[src/rtl/ahb_bm_input_stage_pkg.sv]
// ahb_bm_pkg: shared AHB bus-matrix constants and the address-phase control bundle
package ahb_bm_pkg;
  localparam int ADDR_W_DEF = 32;
  localparam int AUSER_W_DEF = 32;
  localparam logic [1:0] HTRANS_IDLE = 2'b00;
  localparam logic [1:0] HTRANS_BUSY = 2'b01;
  localparam logic [1:0] HTRANS_NONSEQ = 2'b10;
  localparam logic [1:0] HTRANS_SEQ = 2'b11;
  localparam logic [2:0] HBURST_INCR4 = 3'b011;
  localparam logic HRESP_OKAY = 1'b0;
  localparam logic HRESP_ERROR = 1'b1;
  typedef struct packed {
    logic [1:0] trans;
    logic       write;
    logic [2:0] size;
    logic [2:0] burst;
    logic [3:0] prot;
    logic [3:0] master;
    logic       lock;
  } ctrl_t;
endpackage

[src/rtl/ahb_bm_input_stage_if.sv]
// ahb_bm_input_stage_if: master-side AHB port plus matrix-side request/grant bundle of one input stage
//   slave modport : the input stage's view (master signals and grant/data-phase status in, request bundle out)
//   master modport: the surrounding master + matrix view
interface ahb_bm_input_stage_if #(
  parameter int ADDR_W = ahb_bm_pkg::ADDR_W_DEF,
  parameter int AUSER_W = ahb_bm_pkg::AUSER_W_DEF
);
  logic               HSELS;
  logic [ADDR_W-1:0]  HADDRS;
  logic [AUSER_W-1:0] HAUSERS;
  logic [1:0]         HTRANSS;
  logic               HWRITES;
  logic [2:0]         HSIZES;
  logic [2:0]         HBURSTS;
  logic [3:0]         HPROTS;
  logic [3:0]         HMASTERS;
  logic               HMASTLOCKS;
  logic               HREADYS;
  logic               HREADYOUTS;
  logic               HRESPS;
  logic               active_ip;
  logic               addr_ready_ip;
  logic               readyout_ip;
  logic               resp_ip;
  logic               sel_ip;
  logic [ADDR_W-1:0]  addr_ip;
  logic [AUSER_W-1:0] auser_ip;
  logic [1:0]         trans_ip;
  logic               write_ip;
  logic [2:0]         size_ip;
  logic [2:0]         burst_ip;
  logic [3:0]         prot_ip;
  logic [3:0]         master_ip;
  logic               mastlock_ip;
  logic               held_tran_ip;
  modport slave (
    input  HSELS, HADDRS, HAUSERS, HTRANSS, HWRITES, HSIZES, HBURSTS, HPROTS, HMASTERS, HMASTLOCKS, HREADYS,
    input  active_ip, addr_ready_ip, readyout_ip, resp_ip,
    output HREADYOUTS, HRESPS, sel_ip, addr_ip, auser_ip, trans_ip, write_ip, size_ip, burst_ip, prot_ip,
    output master_ip, mastlock_ip, held_tran_ip
  );
  modport master (
    output HSELS, HADDRS, HAUSERS, HTRANSS, HWRITES, HSIZES, HBURSTS, HPROTS, HMASTERS, HMASTLOCKS, HREADYS,
    output active_ip, addr_ready_ip, readyout_ip, resp_ip,
    input  HREADYOUTS, HRESPS, sel_ip, addr_ip, auser_ip, trans_ip, write_ip, size_ip, burst_ip, prot_ip,
    input  master_ip, mastlock_ip, held_tran_ip
  );
endinterface

[src/rtl/ahb_bm_input_stage.sv]
// ahb_bm_input_stage: per-master bus-matrix input stage that holds a contended address phase until granted
//   HCLK/HRESETn: clock and asynchronous active-low reset
//   bus (slave) : master AHB signals in, HREADYOUTS/HRESPS back, live-or-held request bundle to output stages
module ahb_bm_input_stage
  import ahb_bm_pkg::*;
#(
  parameter int ADDR_W = ADDR_W_DEF,
  parameter int AUSER_W = AUSER_W_DEF
) (
  input logic HCLK,
  input logic HRESETn,
  ahb_bm_input_stage_if.slave bus
);
  ctrl_t live_ctrl, out_ctrl, hold_ctrl_q, hold_ctrl_d;
  logic [ADDR_W-1:0] hold_addr_q, hold_addr_d;
  logic [AUSER_W-1:0] hold_auser_q, hold_auser_d;
  logic pend_tran_q, pend_tran_d, data_phase_q, data_phase_d;
  logic trans_valid, accept, capture;
  always_comb begin
    live_ctrl = {bus.HTRANSS, bus.HWRITES, bus.HSIZES, bus.HBURSTS, bus.HPROTS, bus.HMASTERS, bus.HMASTLOCKS};
    trans_valid = bus.HSELS & bus.HTRANSS[1] & bus.HREADYS;
    accept = bus.active_ip & bus.addr_ready_ip;
    capture = trans_valid & ~pend_tran_q & ~accept;
    pend_tran_d = capture | (pend_tran_q & ~accept);
    // a grant of a live or held request opens a data phase; otherwise it closes when the slave is ready
    data_phase_d = (pend_tran_q | trans_valid) & accept ? 1'b1 :
                   data_phase_q & bus.readyout_ip & ~accept ? 1'b0 : data_phase_q;
    hold_ctrl_d = capture ? live_ctrl : hold_ctrl_q;
    hold_addr_d = capture ? bus.HADDRS : hold_addr_q;
    hold_auser_d = capture ? bus.HAUSERS : hold_auser_q;
    out_ctrl = pend_tran_q ? hold_ctrl_q : live_ctrl;
  end
  always_ff @(posedge HCLK or negedge HRESETn)
    if (!HRESETn) begin
      pend_tran_q <= 1'b0;
      data_phase_q <= 1'b0;
      hold_ctrl_q <= '0;
      hold_addr_q <= '0;
      hold_auser_q <= '0;
    end else begin
      pend_tran_q <= pend_tran_d;
      data_phase_q <= data_phase_d;
      hold_ctrl_q <= hold_ctrl_d;
      hold_addr_q <= hold_addr_d;
      hold_auser_q <= hold_auser_d;
    end
  assign bus.sel_ip = pend_tran_q | bus.HSELS;
  assign bus.addr_ip = pend_tran_q ? hold_addr_q : bus.HADDRS;
  assign bus.auser_ip = pend_tran_q ? hold_auser_q : bus.HAUSERS;
  assign bus.trans_ip = out_ctrl.trans;
  assign bus.write_ip = out_ctrl.write;
  assign bus.size_ip = out_ctrl.size;
  assign bus.burst_ip = out_ctrl.burst;
  assign bus.prot_ip = out_ctrl.prot;
  assign bus.master_ip = out_ctrl.master;
  assign bus.mastlock_ip = out_ctrl.lock;
  assign bus.held_tran_ip = pend_tran_q | trans_valid;
  assign bus.HREADYOUTS = ~pend_tran_q & (~data_phase_q | bus.readyout_ip);
  assign bus.HRESPS = data_phase_q ? bus.resp_ip : HRESP_OKAY;
endmodule

[src/flat_wrapper.sv]
// flat-port wrapper written by rule: the top's interface ports become plain ports
module ahb_bm_input_stage_flat import ahb_bm_pkg::*;
#(
  parameter int ADDR_W = ADDR_W_DEF,
  parameter int AUSER_W = AUSER_W_DEF
)
  (HCLK, HRESETn, bus_HSELS, bus_HADDRS, bus_HAUSERS, bus_HTRANSS, bus_HWRITES, bus_HSIZES, bus_HBURSTS, bus_HPROTS, bus_HMASTERS, bus_HMASTLOCKS, bus_HREADYS, bus_active_ip, bus_addr_ready_ip, bus_readyout_ip, bus_resp_ip, bus_HREADYOUTS, bus_HRESPS, bus_sel_ip, bus_addr_ip, bus_auser_ip, bus_trans_ip, bus_write_ip, bus_size_ip, bus_burst_ip, bus_prot_ip, bus_master_ip, bus_mastlock_ip, bus_held_tran_ip);
  ahb_bm_input_stage_if #(.ADDR_W(ADDR_W), .AUSER_W(AUSER_W)) bus_i ();
  input logic HCLK;
  input logic HRESETn;
  input wire logic [$bits(bus_i.HSELS)-1:0] bus_HSELS;
  input wire logic [$bits(bus_i.HADDRS)-1:0] bus_HADDRS;
  input wire logic [$bits(bus_i.HAUSERS)-1:0] bus_HAUSERS;
  input wire logic [$bits(bus_i.HTRANSS)-1:0] bus_HTRANSS;
  input wire logic [$bits(bus_i.HWRITES)-1:0] bus_HWRITES;
  input wire logic [$bits(bus_i.HSIZES)-1:0] bus_HSIZES;
  input wire logic [$bits(bus_i.HBURSTS)-1:0] bus_HBURSTS;
  input wire logic [$bits(bus_i.HPROTS)-1:0] bus_HPROTS;
  input wire logic [$bits(bus_i.HMASTERS)-1:0] bus_HMASTERS;
  input wire logic [$bits(bus_i.HMASTLOCKS)-1:0] bus_HMASTLOCKS;
  input wire logic [$bits(bus_i.HREADYS)-1:0] bus_HREADYS;
  input wire logic [$bits(bus_i.active_ip)-1:0] bus_active_ip;
  input wire logic [$bits(bus_i.addr_ready_ip)-1:0] bus_addr_ready_ip;
  input wire logic [$bits(bus_i.readyout_ip)-1:0] bus_readyout_ip;
  input wire logic [$bits(bus_i.resp_ip)-1:0] bus_resp_ip;
  output wire logic [$bits(bus_i.HREADYOUTS)-1:0] bus_HREADYOUTS;
  output wire logic [$bits(bus_i.HRESPS)-1:0] bus_HRESPS;
  output wire logic [$bits(bus_i.sel_ip)-1:0] bus_sel_ip;
  output wire logic [$bits(bus_i.addr_ip)-1:0] bus_addr_ip;
  output wire logic [$bits(bus_i.auser_ip)-1:0] bus_auser_ip;
  output wire logic [$bits(bus_i.trans_ip)-1:0] bus_trans_ip;
  output wire logic [$bits(bus_i.write_ip)-1:0] bus_write_ip;
  output wire logic [$bits(bus_i.size_ip)-1:0] bus_size_ip;
  output wire logic [$bits(bus_i.burst_ip)-1:0] bus_burst_ip;
  output wire logic [$bits(bus_i.prot_ip)-1:0] bus_prot_ip;
  output wire logic [$bits(bus_i.master_ip)-1:0] bus_master_ip;
  output wire logic [$bits(bus_i.mastlock_ip)-1:0] bus_mastlock_ip;
  output wire logic [$bits(bus_i.held_tran_ip)-1:0] bus_held_tran_ip;
  assign bus_i.HSELS = bus_HSELS;
  assign bus_i.HADDRS = bus_HADDRS;
  assign bus_i.HAUSERS = bus_HAUSERS;
  assign bus_i.HTRANSS = bus_HTRANSS;
  assign bus_i.HWRITES = bus_HWRITES;
  assign bus_i.HSIZES = bus_HSIZES;
  assign bus_i.HBURSTS = bus_HBURSTS;
  assign bus_i.HPROTS = bus_HPROTS;
  assign bus_i.HMASTERS = bus_HMASTERS;
  assign bus_i.HMASTLOCKS = bus_HMASTLOCKS;
  assign bus_i.HREADYS = bus_HREADYS;
  assign bus_i.active_ip = bus_active_ip;
  assign bus_i.addr_ready_ip = bus_addr_ready_ip;
  assign bus_i.readyout_ip = bus_readyout_ip;
  assign bus_i.resp_ip = bus_resp_ip;
  assign bus_HREADYOUTS = bus_i.HREADYOUTS;
  assign bus_HRESPS = bus_i.HRESPS;
  assign bus_sel_ip = bus_i.sel_ip;
  assign bus_addr_ip = bus_i.addr_ip;
  assign bus_auser_ip = bus_i.auser_ip;
  assign bus_trans_ip = bus_i.trans_ip;
  assign bus_write_ip = bus_i.write_ip;
  assign bus_size_ip = bus_i.size_ip;
  assign bus_burst_ip = bus_i.burst_ip;
  assign bus_prot_ip = bus_i.prot_ip;
  assign bus_master_ip = bus_i.master_ip;
  assign bus_mastlock_ip = bus_i.mastlock_ip;
  assign bus_held_tran_ip = bus_i.held_tran_ip;
  ahb_bm_input_stage #(.ADDR_W(ADDR_W), .AUSER_W(AUSER_W)) u_core (.HCLK(HCLK), .HRESETn(HRESETn), .bus(bus_i));
endmodule
[config.mk]
export PLATFORM = sky130hd
export DESIGN_NAME = ahb_bm_input_stage_flat
export DESIGN_NICKNAME = d
export VERILOG_FILES = /design/src/rtl/ahb_bm_input_stage_pkg.sv /design/src/rtl/ahb_bm_input_stage_if.sv /design/src/rtl/ahb_bm_input_stage.sv /design/src/flat_wrapper.sv
export SDC_FILE = /design/constraint.sdc
export NUM_CORES = 1
export LEC_CHECK = 0
export CORE_ASPECT_RATIO = 1.4
export CORE_MARGIN = 8
export CORE_UTILIZATION = 47
export CTS_BUF_LIST = sky130_fd_sc_hd__clkbuf_16
export DETAILED_ROUTE_END_ITERATION = 6
export GPL_TIMING_DRIVEN = 0
export HOLD_SLACK_MARGIN = 0.1
export PLACE_DENSITY = 0.86
export SYNTH_ARGS = -nofsm -noshare
export SYNTH_HDL_FRONTEND = slang
export SYNTH_SLANG_ARGS = --single-unit
[constraint.sdc]
create_clock -name HCLK -period 3.1 [get_ports HCLK]
set_clock_uncertainty 0.15 [all_clocks]
set_input_delay 0.62 -clock HCLK [delete_from_list [all_inputs] [get_ports HCLK]]
set_output_delay 0.62 -clock HCLK [all_outputs]
set_load 0.02 [all_outputs]
# Word-level counts from Yosys, hierarchy flattened
# Index checks and enable logic that the tools add are counted.
[totals]
output_inout_bits = 86
ff_bits = 84
wordCells = 35
[classes]
mux = 6
reduce_logical = 1
bitwise = 17
[op_table]
columns = ["cell", "n"]
rows = [
  ["$mux W32", 2],
  ["$mux W18", 1],
  ["$and A1 B1 Y1", 10],
  ["$or A1 B1 Y1", 4],
  ["$mux W1", 3],
  ["$not A1 Y1", 3],
  ["$reduce_bool A2 Y1", 1],
]

# Depth between registers and ports, before layout
# Gate-level depths: netlist of run 1.
[depth]
word_depth = 5
depth_mapped = 6
mapped_depth_nobuf = 3

# Least setup slack after synthesis of run 1
# OpenSTA, ideal clock, no wires.
[synth_timing]
path_kind = "register -> output"
start = "reg u_core.pend_tran_q"
end = "out bus_addr_ip[0]"
required_time_ns = 2.330
arrival_ns = 1.288
slack_ns = 1.042
path_stages_with_launch = 5
path_cell_list = "dfrtp_1 clkbuf_1 buf_2 buf_2 mux2_2"
[synth_between]
elab_chain_len = 1
[synth_lines]
columns = ["item", "line_no", "rtl"]
rows = [
  ["start: declaration", "ahb_bm_input_stage.sv:17", "logic pend_tran_q, pend_tran_d, data_phase_q, data_phase_d;"],
  ["start signal: assignment", "ahb_bm_input_stage.sv:41", "pend_tran_q <= pend_tran_d;"],
  ["$mux W32", "ahb_bm_input_stage.sv:48", "assign bus.addr_ip = pend_tran_q ? hold_addr_q : bus.HADDRS;"],
  ["end: declaration", "flat_wrapper.sv:29", "output wire logic [$bits(bus_i.addr_ip)-1:0] bus_addr_ip;"],
]
# Every way passes these cells.

# Worst setup path after layout of run 1
[layout_timing]
start = "reg u_core.pend_tran_q"
end = "out bus_prot_ip[1]"
[layout_between]
elab_chain_len = 1
[layout_lines]
columns = ["item", "line_no", "rtl"]
rows = [
  ["$mux W18", "ahb_bm_input_stage.sv:31", "out_ctrl = pend_tran_q ? hold_ctrl_q : live_ctrl;"],
  ["end: declaration", "flat_wrapper.sv:35", "output wire logic [$bits(bus_i.prot_ip)-1:0] bus_prot_ip;"],
]
# Every way passes these cells.

==> insert_results.sql, run 1 <==
INSERT INTO impl_metrics (metric_group, metric, value, unit) VALUES
('status', 'run_status', 'finished clean', ''),
('worst_setup_path', 'r2r_cells', '6', ''),
('synth', 'synth-seq-area-share', '47.19', '%'),
('power_and_ir_drop', 'total_power', '3.959', 'mW'),
('worst_setup_path', 'timing.critical_path.to_type', 'output pin', ''),
('route', 'postRouteWirelength', '11.61', 'mm'),
('clocking', 'tritoncts_clock_tree', 'built', ''),
('final_layout', 'layout_nets', '556', ''),
('final_layout', 'mostFrequentLayoutCells', 'sky130_fd_sc_hd__clkdlybuf4s50_1, sky130_fd_sc_hd__mux2_2, sky130_fd_sc_hd__dfrtp_1, sky130_fd_sc_hd__mux2_4, sky130_fd_sc_hd__clkbuf_16', ''),
('grt', 'grt_max_degree', '51', ''),
('worst_setup_path', 'critical_path_buf_inv_count', '4', ''),
('floorplan', 'initial_core_util', '47.62', '%'),
('power_and_ir_drop', 'cellLeakagePower', '3.025', 'nW'),
('final_layout', 'drive_gt1_share', '42.68', '%'),
('route', 'routed_via_density', '5.174', ''),
('synth', 'mappedNetlistNets', '368', ''),
('route', 'route.detailed.wl_per_inst', '19.98', 'µm'),
('sta', 'grt_setup_unrepaired', 'no', ''),
('sta', 'layout_worst_path_cycle_share', '96.28', '%'),
('worst_setup_path', 'setup.worst_path.start_class', 'flip-flop', ''),
('grt', 'groute.usage.overall', '18.32', '%'),
('final_layout', 'mostFrequentLayoutCell', 'sky130_fd_sc_hd__clkdlybuf4s50_1', ''),
('run', 'cap_viol_max_count', '0', ''),
('sta', 'relSlewSlack', '67.65', '%'),
('clocking', 'clock_pin_transition_on_the_worst_setup_and_hold_timing_paths', '0.06', 'ns'),
('synth', 'post_synthesis_cell_type_with_the_largest_combined_area', 'sky130_fd_sc_hd__dfrtp_1', ''),
('placed_design', 'gp_congestion', '0.7681', ''),
('clocking', 'clkSinkCount', '84', ''),
('worst_setup_path', 'critPathRequiredTime', '2.33', 'ns'),
('final_layout', 'num_antenna_cells', '0', ''),
('clocking', 'cts.htree.levels', '3', ''),
('clocking', 'cts-buffers-inserted', '9', ''),
('hold_path', 'hp-start', 'u_core.hold_ctrl_q[17]$_DFFE_PN0P_', ''),
('grt', 'number_of_antenna_violations_at_the_first_check_in_global_routing', '0', ''),
('worst_setup_path', 'critical-path-top-delay-family', 'buffers and inverters', ''),
('placed_design', 'post-place-ws', '0.3142', 'ns'),
('synth', 'synthesis.instances', '278', ''),
('worst_setup_path', 'worst_path_max_delay_cell', 'sky130_fd_sc_hd__clkdlybuf4s50_1', ''),
('clocking', 'clock_tree.buffer_depth', '2', ''),
('power_and_ir_drop', 'powerDensity', '590.0', 'nW/µm²'),
('sta', 'setup_viol', '0', ''),
('sta', 'finalHoldViolations', '0', ''),
('worst_setup_path', 'reg2reg_from', 'u_core.pend_tran_q$_DFF_PN0_', ''),
('sta', 'final_period_minus_worst_setup_slack', '2.985', 'ns'),
('sta', 'worst_slack', '0.1154', 'ns'),
('sta', 'timing.fmax', '0.3350', 'GHz'),
('synth', 'yosysWarnings', '0', ''),
('hold_path', 'hold_ep', 'u_core.hold_ctrl_q[17]$_DFFE_PN0P_', ''),
('synth', 'netlist.area_leader.share', '47.19', '%'),
('floorplan', 'fp.coreArea', '9354', 'µm²'),
('route', 'met2RoutedLength', '5.854', 'mm'),
('worst_setup_path', 'critical_path_cell_count', '5', ''),
('route', 'route.detailed.drc', '0', ''),
('final_layout', 'fillerInstances', '667', ''),
('grt', 'via_count_of_the_first_global_routing_pass', '3520', ''),
('worst_setup_path', 'worst-endpoint-arrival', '2.21', 'ns'),
('hold_path', 'min_path_type', 'flip-flop to flip-flop', ''),
('route', 'drtIter0Drc', '41', ''),
('floorplan', 'die_y', '131.2', 'µm'),
('route', 'first_pass_iters', '4', ''),
('synth', 'synth.area.top_cells', 'sky130_fd_sc_hd__dfrtp_1, sky130_fd_sc_hd__mux2_4, sky130_fd_sc_hd__mux2_2, sky130_fd_sc_hd__buf_6, sky130_fd_sc_hd__buf_2', ''),
('clocking', 'cts.root.buffer_cell', 'sky130_fd_sc_hd__clkbuf_16', ''),
('floorplan', 'floorplan.io_pins', '176', ''),
('synth', 'mappedNetlistArea', '4454', 'µm²'),
('grt', 'wire_length_of_the_first_global_routing_pass', '18.77', 'mm'),
('grt', 'global_route.overflow_total', '0', ''),
('synth', 'synthDistinctLibCells', '17', ''),
('clocking', 'worst_skew_pair_later_pin_latency', '0.34', 'ns'),
('worst_setup_path', 'critical_path.max_fanout', '10', ''),
('final_layout', 'flow.area_growth_from_synthesis', '50.65', '%'),
('placed_design', 'port_buffers', '175', '');
-- cells by family (layout without fill, tap and decap cells) --
| logic type | count (synthesis) | count (layout) | synth area share [%] |
|---|---|---|---|
| mux | 163 | 163 | 47.87 |
| compound gates | 3 | 3 | 0.5056 |
| buf+inv | 19 | 212 | 3.287 |
| simple gates | 9 | 9 | 1.152 |
| flops | 84 | 84 | 47.19 |
-- worst max path at each step --
stage | from | end | slack, ns
after CTS | u_core.pend_tran_q$_DFF_PN0_ | bus_addr_ip[22] | -0.04
after global routing | u_core.pend_tran_q$_DFF_PN0_ | bus_addr_ip[22] | 0.01
final | u_core.pend_tran_q$_DFF_PN0_ | bus_prot_ip[1] | 0.12
after floorplan | u_core.pend_tran_q$_DFF_PN0_ | bus_addr_ip[0] | 1.04
after detailed placement | u_core.pend_tran_q$_DFF_PN0_ | bus_burst_ip[1] | 0.31
after global placement | HRESETn | u_core.hold_addr_q[23]$_DFFE_PN0P_ | -1.76
-- cell usage after synthesis, drive strengths merged --
master    n
a21oi     2
dfrtp    84
or2       1
nor2b     1
nor2      1
buf      18
a31o      1
and2      2
clkbuf    1
nand2     1
nand2b    2
mux2    163
nand4     1
-- layout make-up --
type                    count  area (µm²)  share of cell area (%)
flip-flops and latches     84        2102                   31.33
repair buffers            177        1787                   26.63
clock inverters             7       91.34                   1.361
clock buffers               9       225.2                   3.356
plain buffers              19       161.4                   2.405
multi-input cells         175        2206                   32.87
well taps                 110       137.6                   2.051
-- report_power, final --
part           internal [mW]  leakage, nW  switching (mW)
combinational          0.842         1.88           0.523
sequential              1.33        0.999           0.128
clock                  0.701        0.145           0.437
-- routing by layer --
| layer | track usage (%) | vias to the layer above |
|---|---|---|
| met1 | 20.05 | 1493 |
| met2 | 30.98 | 117 |
| met4 | 7.883 | 0 |
| met3 | 6.871 | 16 |
| met5 | 0 | - |
| li1 | - | 1380 |
-- worst reg2reg max path, stage by stage, from the launching register on --
cell	delay, ns
sky130_fd_sc_hd__dfrtp_1	0.35
sky130_fd_sc_hd__clkbuf_1	0.14
sky130_fd_sc_hd__a21oi_2	0.12
sky130_fd_sc_hd__nand4_1	0.10
sky130_fd_sc_hd__buf_4	0.21
sky130_fd_sc_hd__buf_6	0.18
sky130_fd_sc_hd__mux2_4	0.31
-- what timing repair did --
item | in CTS | in global routing
endpoints found under the setup margin | 48 | 48
hold buffers | 1 | 0
cloned | 0 | 0
resized for setup | 2 | 5
buffers inserted | 0 | 0
endpoints found under the hold margin | 5 | 0
-- state kept, by name, summed over array words and instances (netlist names) --
signal / count
u_core.pend_tran_q: 1
u_core.hold_auser_q: 32
u_core.hold_addr_q: 32
u_core.hold_ctrl_q: 18
u_core.data_phase_q: 1
-- through the flow --
| step | setup TNS, ns | cell area, µm² | hold slack (ns) |
|---|---|---|---|
| after floorplan | 0 | 4454 | 0.1744 |
| after global placement | -147.35 | 6344 | 0.3006 |
| after detailed placement | 0 | 6369 | 0.3070 |
| after CTS | -0.8704 | 6700 | 0.3234 |
| after global routing | 0 | 6710 | 0.3650 |
| final | 0 | 6710 | 0.3256 |
Power figures use the tool's default switching activity.
==> run 2, diff against run 1 <==
- CORE_UTILIZATION: 47 -> 57
- DONT_BUFFER_PORTS: unset -> 1
- PLACE_DENSITY: 0.86 -> 0.72
==> insert_results.sql, run 2 (same netlist as run 1, synthesis figures left out) <==
INSERT INTO impl_metrics (metric_group, metric, value, unit) VALUES
('status', 'run_status', 'finished clean', ''),
('route', 'route.detailed.drc', '0', ''),
('final_layout', 'final_design_area_no_fill', '4905', 'µm²'),
('worst_setup_path', 'highest_cell_delay_on_the_worst_timing_path', '0.44', 'ns'),
('route', 'drtIter0Drc', '65', ''),
('clocking', 'clkSinkCount', '84', ''),
('placed_design', 'port_buffers', '0', ''),
('worst_setup_path', 'critical_path.max_fanout', '10', ''),
('power_and_ir_drop', 'share_seq_of_total_power', '42.4', '%'),
('sta', 'final_period_minus_worst_setup_slack', '2.639', 'ns'),
('route', 'routed_via_density', '5.839', ''),
('sta', 'setup_viol', '0', ''),
('floorplan', 'die-width', '90.71', 'µm'),
('floorplan', 'num_rows', '38', ''),
('power_and_ir_drop', 'peakVddDrop', '347.9', 'µV'),
('floorplan', 'floorplan.die_area', '10940', 'µm²'),
('power_and_ir_drop', 'power.switching', '984.9', 'µW'),
('grt', 'grt_max_degree', '85', ''),
('sta', 'tns', '0', 'ns'),
('final_layout', 'drive_gt1_share', '66.55', '%'),
('sta', 'timing.fmax', '0.3789', 'GHz'),
('worst_setup_path', 'worst-endpoint-arrival', '1.87', 'ns'),
('final_layout', 'layout_nets', '381', ''),
('sta', 'grt_setup_unrepaired', 'no', ''),
('clocking', 'tritoncts_clock_tree', 'built', ''),
('floorplan', 'initial_core_util', '58.19', '%'),
('sta', 'layout_worst_path_cycle_share', '85.14', '%'),
('final_layout', 'final_core_util', '64.07', '%'),
('worst_setup_path', 'crit_chain', 'clkbuf_1 > buf_2 > buf_2 > mux2_2', ''),
('grt', 'groute.usage.overall', '17.44', '%'),
('power_and_ir_drop', 'power.share.clock', '29.9', '%'),
('worst_setup_path', 'setup.worst_path.start_class', 'flip-flop', ''),
('power_and_ir_drop', 'share_comb_of_total_power', '27.6', '%'),
('worst_setup_path', 'timing.critical_path.to_type', 'output pin', ''),
('route', 'postRouteWirelength', '9.520', 'mm'),
('placed_design', 'post-place-ws', '0.7665', 'ns'),
('grt', 'number_of_antenna_violations_at_the_first_check_in_global_routing', '1', ''),
('worst_setup_path', 'worst_path_max_delay_cell', 'sky130_fd_sc_hd__mux2_2', ''),
('route', 'antenna_violating_nets_post_route', '0', ''),
('clocking', 'cts_repair_resize_count', '0', ''),
('floorplan', 'floorplan.io_pins', '176', ''),
('worst_setup_path', 'worst_path_most_repeated_cell', 'sky130_fd_sc_hd__buf_2', ''),
('placed_design', 'dp_hpwl', '6.953', 'mm'),
('route', 'detailroute.via_count', '2318', ''),
('final_layout', 'flow.area_growth_from_synthesis', '10.11', '%'),
('final_layout', 'mostFrequentLayoutCells', 'sky130_fd_sc_hd__mux2_2, sky130_fd_sc_hd__dfrtp_1, sky130_fd_sc_hd__mux2_4, sky130_fd_sc_hd__buf_2, sky130_fd_sc_hd__clkbuf_16', ''),
('worst_setup_path', 'critical_path_buf_inv_count', '3', ''),
('clocking', 'clock_tree.buffer_depth', '2', ''),
('power_and_ir_drop', 'int_power', '2.430', 'mW'),
('sta', 'report.final.slew_viol_count', '0', ''),
('clocking', 'clock_pin_transition_on_the_worst_setup_and_hold_timing_paths', '0.06', 'ns'),
('power_and_ir_drop', 'switching_share', '28.84', '%'),
('floorplan', 'fp.coreArea', '7655', 'µm²'),
('clocking', 'cts.htree.levels', '3', ''),
('worst_setup_path', 'critical-path-top-delay-family', 'buffers and inverters', ''),
('power_and_ir_drop', 'total_power', '3.415', 'mW'),
('final_layout', 'layout.area.seq', '2102', 'µm²'),
('route', 'route.detailed.wl_per_inst', '23.98', 'µm'),
('worst_setup_path', 'worst-setup-path-type', 'flip-flop to output pin', ''),
('clocking', 'cts-buffers-inserted', '9', ''),
('hold_path', 'min_path_type', 'input port to flip-flop', ''),
('final_layout', 'largest_registers', 'u_core.hold_addr_q x32, u_core.hold_auser_q x32, u_core.hold_ctrl_q x18', ''),
('power_and_ir_drop', 'cellLeakagePower', '2.335', 'nW'),
('final_layout', 'multi_input_area', '2206', 'µm²'),
('floorplan', 'die_y', '120.6', 'µm'),
('placed_design', 'detailed_place.area', '4579', 'µm²'),
('grt', 'wire_length_of_the_first_global_routing_pass', '14.95', 'mm'),
('grt', 'global_route.overflow_total', '0', ''),
('route', 'first_pass_iters', '4', ''),
('power_and_ir_drop', 'powerDensity', '696.3', 'nW/µm²'),
('sta', 'finalHoldViolations', '0', ''),
('final_layout', 'fillerInstances', '588', ''),
('clocking', 'worst_skew_pair_later_pin_latency', '0.32', 'ns'),
('grt', 'via_count_of_the_first_global_routing_pass', '2631', ''),
('sta', 'relSlewSlack', '67.87', '%'),
('clocking', 'cts.root.buffer_cell', 'sky130_fd_sc_hd__clkbuf_16', ''),
('run', 'cap_viol_max_count', '0', ''),
('sta', 'tightestPinTransition', '0.4810', 'ns'),
('worst_setup_path', 'r2r_slack', '1.43', 'ns'),
('placed_design', 'gp_congestion', '0.7119', ''),
('worst_setup_path', 'critPathRequiredTime', '2.33', 'ns'),
('sta', 'worst_slack', '0.4606', 'ns');
==> run 2: per-stage QoR <==
stage | instances | hold WS, ns
after floorplan | 278 | 0.1744
after global placement | 378 | 0.1767
after detailed placement | 378 | 0.1768
after CTS | 396 | 0.2667
after global routing | 397 | 0.2655
final | 397 | 0.2792
==> run 2: what timing repair did <==
action	CTS	global route
setup buffers	0	0
hold endpoints to repair	84	0
hold buffers	2	0
==> run 2: final cells by class <==
class	count	share of cell area, %
multi-input cells	175	44.97
flip-flops and latches	84	42.86
clock buffers	9	4.592
plain buffers	19	2.985
well taps	100	2.551
clock inverters	7	1.224
repair buffers	2	0.7653
diodes	1	0.05102
==> run 2: layer usage <==
layer  share of wire, %  vias up  GRT usage [%]
met2                 47      116          26.58
li1                   -     1025              -
met3                 11       19          8.065
met4                3.0        0          9.718
met5                  0        -              0
met1                 39     1158          19.92
==> run 2: worst paths after layout <==
check | start | to | cells after the start
min in group asynchronous | HRESETn | u_core.hold_addr_q[15]$_DFFE_PN0P_ | 2
max in group asynchronous | HRESETn | u_core.hold_auser_q[20]$_DFFE_PN0P_ | 2
max reg2reg | u_core.pend_tran_q$_DFF_PN0_ | u_core.hold_ctrl_q[4]$_DFFE_PN0P_ | 6
min reg2reg | u_core.hold_ctrl_q[17]$_DFFE_PN0P_ | u_core.hold_ctrl_q[17]$_DFFE_PN0P_ | 1
min | bus_HADDRS[15] | u_core.hold_addr_q[15]$_DFFE_PN0P_ | 1
max | u_core.pend_tran_q$_DFF_PN0_ | bus_addr_ip[2] | 4
==> run 2: worst register-to-register path, stage by stage (launching register included) <==
cell	delay [ns]
sky130_fd_sc_hd__dfrtp_1	0.32
sky130_fd_sc_hd__clkbuf_1	0.19
sky130_fd_sc_hd__a21oi_2	0.05
sky130_fd_sc_hd__nand4_1	0.09
sky130_fd_sc_hd__buf_4	0.23
sky130_fd_sc_hd__buf_6	0.22
sky130_fd_sc_hd__mux2_4	0.32
==> run 2: power by group through the flow <==
| stage | Clock (mW) | Sequential [mW] | Combinational (mW) |
|---|---|---|---|
| after CTS | 1.05 | 1.45 | 0.961 |
| final | 1.02 | 1.45 | 0.944 |
| after floorplan | 0 | 1.42 | 0.836 |
| after global placement | 0 | 1.45 | 0.920 |
| after detailed placement | 0 | 1.46 | 0.929 |
| after global routing | 1.09 | 1.47 | 1.00 |
